==> src/rtl/cpld_uart_responder.sv <==
// rtl/cpld_uart_responder.sv - CPLD-style UART bridge: parallel rdn/wrn bus handshake to 8N1 serial line
module cpld_uart_responder #(
  parameter int CLK_FREQ = 11059200,
  parameter int BAUD     = 115200
) (
  input  logic       clk,
  input  logic       rst,
  input  logic       rdn,
  input  logic       wrn,
  input  logic [7:0] bus_data_i,
  output logic [7:0] bus_data_o,
  output logic       bus_data_oe,
  output logic       dataready,
  output logic       tbre,
  output logic       tsre,
  output logic       txd,
  input  logic       rxd,
  output logic       overrun,
  output logic       frame_err
);

  localparam int DIV = CLK_FREQ / BAUD;
  localparam int CW  = $clog2(DIV);
  localparam logic [CW-1:0] DIV_LAST = CW'(DIV - 1);
  localparam logic [CW-1:0] HALF     = CW'(DIV / 2);

  typedef enum logic [1:0] {TX_IDLE, TX_START, TX_DATA, TX_STOP} tx_state_t;
  typedef enum logic [2:0] {RX_IDLE, RX_START, RX_DATA, RX_STOP, RX_BREAK} rx_state_t;

  logic       rdn_s1_q, rdn_s2_q, rdn_prev_q;
  logic       wrn_s1_q, wrn_s2_q, wrn_prev_q;
  logic       rxd_s1_q, rxd_s2_q, rxd_prev_q;
  logic [7:0] wdata_s1_q, wdata_s2_q;

  tx_state_t  tx_state_q, tx_state_d;
  logic [CW-1:0] tx_cnt_q, tx_cnt_d;
  logic [2:0] tx_bit_q, tx_bit_d;
  logic [7:0] tx_shift_q, tx_shift_d;
  logic [7:0] tx_hold_q, tx_hold_d;
  logic       tbre_q, tbre_d;
  logic       tsre_q, tsre_d;

  rx_state_t  rx_state_q, rx_state_d;
  logic [CW-1:0] rx_cnt_q, rx_cnt_d;
  logic [2:0] rx_bit_q, rx_bit_d;
  logic [7:0] rx_shift_q, rx_shift_d;
  logic [7:0] rx_hold_q, rx_hold_d;
  logic       dready_q, dready_d;
  logic       overrun_q, overrun_d;
  logic       frame_err_q, frame_err_d;

  logic rdn_rise, wrn_rise, rxd_fall, wr_accept;

  // Two-flop synchronisers plus a delayed copy for edge detection; idle levels are high.
  always_ff @(posedge clk) begin
    if (rst) begin
      rdn_s1_q   <= 1'b1;
      rdn_s2_q   <= 1'b1;
      rdn_prev_q <= 1'b1;
      wrn_s1_q   <= 1'b1;
      wrn_s2_q   <= 1'b1;
      wrn_prev_q <= 1'b1;
      rxd_s1_q   <= 1'b1;
      rxd_s2_q   <= 1'b1;
      rxd_prev_q <= 1'b1;
      wdata_s1_q <= 8'h00;
      wdata_s2_q <= 8'h00;
    end else begin
      rdn_s1_q   <= rdn;
      rdn_s2_q   <= rdn_s1_q;
      rdn_prev_q <= rdn_s2_q;
      wrn_s1_q   <= wrn;
      wrn_s2_q   <= wrn_s1_q;
      wrn_prev_q <= wrn_s2_q;
      rxd_s1_q   <= rxd;
      rxd_s2_q   <= rxd_s1_q;
      rxd_prev_q <= rxd_s2_q;
      wdata_s1_q <= bus_data_i;
      wdata_s2_q <= wdata_s1_q;
    end
  end

  assign rdn_rise  = rdn_s2_q & ~rdn_prev_q;
  assign wrn_rise  = wrn_s2_q & ~wrn_prev_q;
  assign rxd_fall  = ~rxd_s2_q & rxd_prev_q;
  assign wr_accept = wrn_rise & tbre_q;

  // TX next state: holding-register write capture and start/data/stop bit sequencing.
  always_comb begin
    tx_state_d = tx_state_q;
    tx_cnt_d   = tx_cnt_q;
    tx_bit_d   = tx_bit_q;
    tx_shift_d = tx_shift_q;
    tx_hold_d  = tx_hold_q;
    tbre_d     = tbre_q;
    tsre_d     = tsre_q;
    if (wr_accept) begin
      tx_hold_d = wdata_s2_q;
      tbre_d    = 1'b0;
    end
    case (tx_state_q)
      TX_IDLE: begin
        tx_cnt_d = '0;
        if (!tbre_q) begin
          tx_shift_d = tx_hold_q;
          tbre_d     = 1'b1;
          tsre_d     = 1'b0;
          tx_state_d = TX_START;
        end
      end
      TX_START: begin
        if (tx_cnt_q == DIV_LAST) begin
          tx_cnt_d   = '0;
          tx_bit_d   = 3'd0;
          tx_state_d = TX_DATA;
        end else begin
          tx_cnt_d = tx_cnt_q + 1'b1;
        end
      end
      TX_DATA: begin
        if (tx_cnt_q == DIV_LAST) begin
          tx_cnt_d   = '0;
          tx_shift_d = {1'b0, tx_shift_q[7:1]};
          if (tx_bit_q == 3'd7) tx_state_d = TX_STOP;
          else                  tx_bit_d   = tx_bit_q + 1'b1;
        end else begin
          tx_cnt_d = tx_cnt_q + 1'b1;
        end
      end
      TX_STOP: begin
        if (tx_cnt_q == DIV_LAST) begin
          tx_cnt_d = '0;
          if (wr_accept) begin
            // Write arriving on the last stop cycle goes straight into the shifter.
            tx_shift_d = wdata_s2_q;
            tbre_d     = 1'b1;
            tx_state_d = TX_START;
          end else if (!tbre_q) begin
            tx_shift_d = tx_hold_q;
            tbre_d     = 1'b1;
            tx_state_d = TX_START;
          end else begin
            tsre_d     = 1'b1;
            tx_state_d = TX_IDLE;
          end
        end else begin
          tx_cnt_d = tx_cnt_q + 1'b1;
        end
      end
      default: tx_state_d = TX_IDLE;
    endcase
  end

  // TX state register.
  always_ff @(posedge clk) begin
    if (rst) begin
      tx_state_q <= TX_IDLE;
      tx_cnt_q   <= '0;
      tx_bit_q   <= 3'd0;
      tx_shift_q <= 8'h00;
      tx_hold_q  <= 8'h00;
      tbre_q     <= 1'b1;
      tsre_q     <= 1'b1;
    end else begin
      tx_state_q <= tx_state_d;
      tx_cnt_q   <= tx_cnt_d;
      tx_bit_q   <= tx_bit_d;
      tx_shift_q <= tx_shift_d;
      tx_hold_q  <= tx_hold_d;
      tbre_q     <= tbre_d;
      tsre_q     <= tsre_d;
    end
  end

  // RX next state: start qualification, centre sampling, holding-register load and error pulses.
  always_comb begin
    rx_state_d  = rx_state_q;
    rx_cnt_d    = rx_cnt_q;
    rx_bit_d    = rx_bit_q;
    rx_shift_d  = rx_shift_q;
    rx_hold_d   = rx_hold_q;
    dready_d    = dready_q;
    overrun_d   = 1'b0;
    frame_err_d = 1'b0;
    if (rdn_rise) dready_d = 1'b0;
    case (rx_state_q)
      RX_IDLE: begin
        rx_cnt_d = '0;
        if (rxd_fall) begin
          // The edge-detect cycle counts as the first cycle of the start bit.
          rx_cnt_d   = CW'(1);
          rx_state_d = RX_START;
        end
      end
      RX_START: begin
        if (rx_cnt_q == HALF) begin
          rx_cnt_d = '0;
          rx_bit_d = 3'd0;
          if (rxd_s2_q) rx_state_d = RX_IDLE;
          else          rx_state_d = RX_DATA;
        end else begin
          rx_cnt_d = rx_cnt_q + 1'b1;
        end
      end
      RX_DATA: begin
        if (rx_cnt_q == DIV_LAST) begin
          rx_cnt_d   = '0;
          rx_shift_d = {rxd_s2_q, rx_shift_q[7:1]};
          if (rx_bit_q == 3'd7) rx_state_d = RX_STOP;
          else                  rx_bit_d   = rx_bit_q + 1'b1;
        end else begin
          rx_cnt_d = rx_cnt_q + 1'b1;
        end
      end
      RX_STOP: begin
        if (rx_cnt_q == DIV_LAST) begin
          rx_cnt_d = '0;
          if (rxd_s2_q) begin
            rx_state_d = RX_IDLE;
            if (!dready_q || rdn_rise) begin
              rx_hold_d = rx_shift_q;
              dready_d  = 1'b1;
            end else begin
              overrun_d = 1'b1;
            end
          end else begin
            frame_err_d = 1'b1;
            rx_state_d  = RX_BREAK;
          end
        end else begin
          rx_cnt_d = rx_cnt_q + 1'b1;
        end
      end
      RX_BREAK: begin
        rx_cnt_d = '0;
        if (rxd_s2_q) rx_state_d = RX_IDLE;
      end
      default: rx_state_d = RX_IDLE;
    endcase
  end

  // RX state register.
  always_ff @(posedge clk) begin
    if (rst) begin
      rx_state_q  <= RX_IDLE;
      rx_cnt_q    <= '0;
      rx_bit_q    <= 3'd0;
      rx_shift_q  <= 8'h00;
      rx_hold_q   <= 8'h00;
      dready_q    <= 1'b0;
      overrun_q   <= 1'b0;
      frame_err_q <= 1'b0;
    end else begin
      rx_state_q  <= rx_state_d;
      rx_cnt_q    <= rx_cnt_d;
      rx_bit_q    <= rx_bit_d;
      rx_shift_q  <= rx_shift_d;
      rx_hold_q   <= rx_hold_d;
      dready_q    <= dready_d;
      overrun_q   <= overrun_d;
      frame_err_q <= frame_err_d;
    end
  end

  assign txd         = (tx_state_q == TX_START) ? 1'b0 :
                       (tx_state_q == TX_DATA)  ? tx_shift_q[0] : 1'b1;
  assign tbre        = tbre_q;
  assign tsre        = tsre_q;
  assign bus_data_oe = ~rdn_s2_q;
  assign bus_data_o  = rx_hold_q;
  assign dataready   = dready_q;
  assign overrun     = overrun_q;
  assign frame_err   = frame_err_q;

endmodule
==> config.mk <==
export PLATFORM = sky130hd
export DESIGN_NAME = cpld_uart_responder
export DESIGN_NICKNAME = d
export VERILOG_FILES = /design/src/rtl/cpld_uart_responder.sv
export SDC_FILE = /design/constraint.sdc
export NUM_CORES = 1
export LEC_CHECK = 0
export CORE_MARGIN = 2
export CORE_UTILIZATION = 34
export CTS_BUF_LIST = sky130_fd_sc_hd__clkbuf_4
export DETAILED_ROUTE_END_ITERATION = 8
export PLACE_DENSITY = 0.6
export SLEW_MARGIN = 20
export SYNTH_ARGS = -nofsm -noshare
export SYNTH_HDL_FRONTEND = slang
export SYNTH_SLANG_ARGS = --single-unit
==> constraint.sdc <==
create_clock -name clk -period 4.04 [get_ports clk]
set_input_delay 0.404 -clock clk [delete_from_list [all_inputs] [get_ports clk]]
set_output_delay 0.404 -clock clk [all_outputs]
set_load 0.01 [all_outputs]
==> out/qor.yml <==
floorplanning:
  start_util: 0.350
  die_area_um2: 11400
  die_w_um: 107
  die_h_um: 107
  io_pins: 28
  core_area_um2: 10300
  num_rows: 37
timing:
  finalHoldViolations: 0
  min_period_ns: 2.58
  period_share: 0.639
  finClkSkew_ns: 0.0193
  slew_violations: 0
  tightest_slew_ns: 0.809
  setup_viol: 0
  rsz0062_at_grt: "false"
  max-slew-margin-rel: 0.460
  fmax_mhz: 387
  tns_ns: 0
final_layout:
  layout.nets: 423
  multiInputGateArea_um2: 1730
  layout_commonest_cell: "dfxtp_1"
  drive_above_1_share: 0.0844
  nFillCells: 1045
  final_util: 0.399
  area_growth_syn_to_layout_pct: 13.9
  num_antenna_cells: 0
  final_cell_mix: "dfxtp_1, nor2_1, nand2_1"
  regArea_um2: 1740
route:
  drc: 0
  num_vias: 2617
  vias_per_cell: 4.86
  wl_per_cell_um: 12.6
  drt_first_iter_violations: 187
  antenna_left: 0
  drt-total-wl_um: 6790
  firstDrtPassIters: 4
global_routing:
  grt_pass1_vias: 2404
  gr-total-overflow: 0
  grt_pass1_wl_um: 11400
  antenna_found_initial: 0
  grt_usage: 0.125
  grt_max_degree: 47
placement:
  dp_hpwl_um: 4760
  finalWeightedCongestion: 0.787
  portBuffers: 27
power_and_ir_drop:
  vdd.ir_drop.worst_uv: 139
  power_density_nw_per_um2: 411
  p_leak_nw: 1.45
clocking:
  cts_resized: 0
  holdBufCountCts: 0
  cts.htree.levels: 3
  cts_num_sinks: 87
  cts_tree: "built"
  cts_root_buf: "clkbuf_4"
  cts-buffers-inserted: 9
  worstSkewPairLatency_ns: 0.44
  postCtsSetupBuffers: 0
  cts.clk_slew.worst_paths_ns: 0.14
  clockBufferDepth: 2
worst_setup_path:
  crit_path_start_kind: "register"
  path_max_fanout: 19
  end_kind: "output pin"
  critPathBufInv: 2
  path_cells: "inv_1 > ha_1 > a21oi_1 > clkdlybuf4s50_1"
  max_stage_delay_ns: 0.58
  required_ns: 3.64
  cp_top_family: "buffers and inverters"
  r2r_cells: 4
  cp_data_arrival_time_ns: 2.18
  cpMaxStageDelayCell: "ha_1"
  path_class: "reg2out"
  cp.depth: 4
synthesis:
  syn_nets: 400
  ys_warn_count: 0
  synthArstFlopShare: 0
  synth_flop_cell: "dfxtp_1"
  syn_area_um2: 3600
  avgSynthCellArea_um2: 9.60
  syn-instance-count: 375
  synth_cell_types: 53
  ys_ff_latch: 87
  ys_seq_area_frac: 0.484
  synth-edff-count: 0
hold_path:
  hold_depth: 2
  hold_path.class: "in2reg"
outcome:
  outcome: "finished, final reports clean"
flow_run:
  cap_violations: 0
## worst reg2reg max path: cells and delay by family, from the launching register on
kind	cells	cell delay, ns
AOI/OAI and AO/OA	1	0.70
DFF	1	0.61
muxes	1	0.28
and+or+nand+nor	2	0.35
## final timing paths
check | end | from | slack (ns)
max | txd | tx_state_q[0] | 1.46
min | rx_shift_q[6] | rst | 0.36
min reg2reg | rdn_s2_q | rdn_s1_q | 0.43
max reg2reg | bus_data_o[7] | rx_state_q[1] | 1.99
## where the power goes
group	internal (mW)	switching, mW	total, mW
clock	0.138	0.300	0.437
combinational	0.139	0.178	0.317
sequential	0.895	0.0348	0.929
## through the flow
stage | cells | hold slack (ns) | total power, mW | setup WS, ns | instance area, µm²
2_1_floorplan | 375 | 0.389 | 1.17 | 2.31 | 3600
3_3_place_gp | 523 | 0.396 | 1.26 | 1.98 | 3980
3_5_place_dp | 523 | 0.397 | 1.27 | 1.93 | 3980
4_1_cts | 539 | 0.330 | 1.71 | 1.41 | 4100
5_1_grt | 539 | 0.362 | 1.78 | 1.30 | 4100
6_report | 539 | 0.365 | 1.68 | 1.46 | 4100
## metal layers
metal  wire, µm  share of wire  vias up  GRT usage
li1           -              -     1365          -
met1       3460           0.51     1194      0.173
met2       2910           0.43       47      0.180
met3        237          0.035       11     0.0201
met4        181          0.027        0     0.0761
met5          0              0        -          0
## area by class of cell
cell class	count	share of cell area
Timing Repair Buffer	28	0.0665
Multi-Input combinational cell	255	0.422
Clock buffer	10	0.0183
Tap cell	136	0.0415
Sequential cell	87	0.425
Inverter	17	0.0156
Clock inverter	6	0.0113
## cell families (layout without fill, tap and decap cells)
| family | Yosys count | after routing | share of synthesized area |
|---|---|---|---|
| adder cells (fa/ha/maj) | 12 | 12 | 0.0417 |
| AO/OA/AOI/OAI | 67 | 67 | 0.139 |
| XOR/XNOR | 8 | 8 | 0.0195 |
| AND/OR/NAND/NOR | 146 | 146 | 0.219 |
| flip-flops | 87 | 87 | 0.484 |
| buffers and inverters | 33 | 61 | 0.0355 |
| multiplexers | 22 | 22 | 0.0615 |
## sequential cells by signal, indices dropped and copies added, names as in the netlist, 2 cells and up
signal,cells
tx_shift_q,8
tx_cnt_q,7
tx_bit_q,3
wdata_s2_q,8
rx_shift_q,8
tx_state_q,2
wdata_s1_q,8
rx_bit_q,3
rx_state_q,3
tx_hold_q,8
rx_cnt_q,7
bus_data_o,8
## cells in the mapped netlist (4+ instances only)
cell       count  area share
or2_2          9       0.016
ha_1          12       0.042
o2bb2ai_1      7       0.017
inv_1         17       0.018
a21oi_1       20       0.028
clkbuf_1      13       0.014
a31oi_1        6       0.010
mux2i_1       21       0.058
nor3_1        11       0.015
dfxtp_1       87        0.48
a222oi_1       6       0.017
nor2b_1       20       0.035
o21ai_0        5      0.0070
nor2_1        34       0.035
nand2b_1       7       0.012
a211oi_1       4      0.0083
and3_1         5      0.0087
nand2_1       33       0.034
nand3_1        7      0.0097
xor2_1         6       0.015
Note: power is estimated with default switching activity, not from simulation.
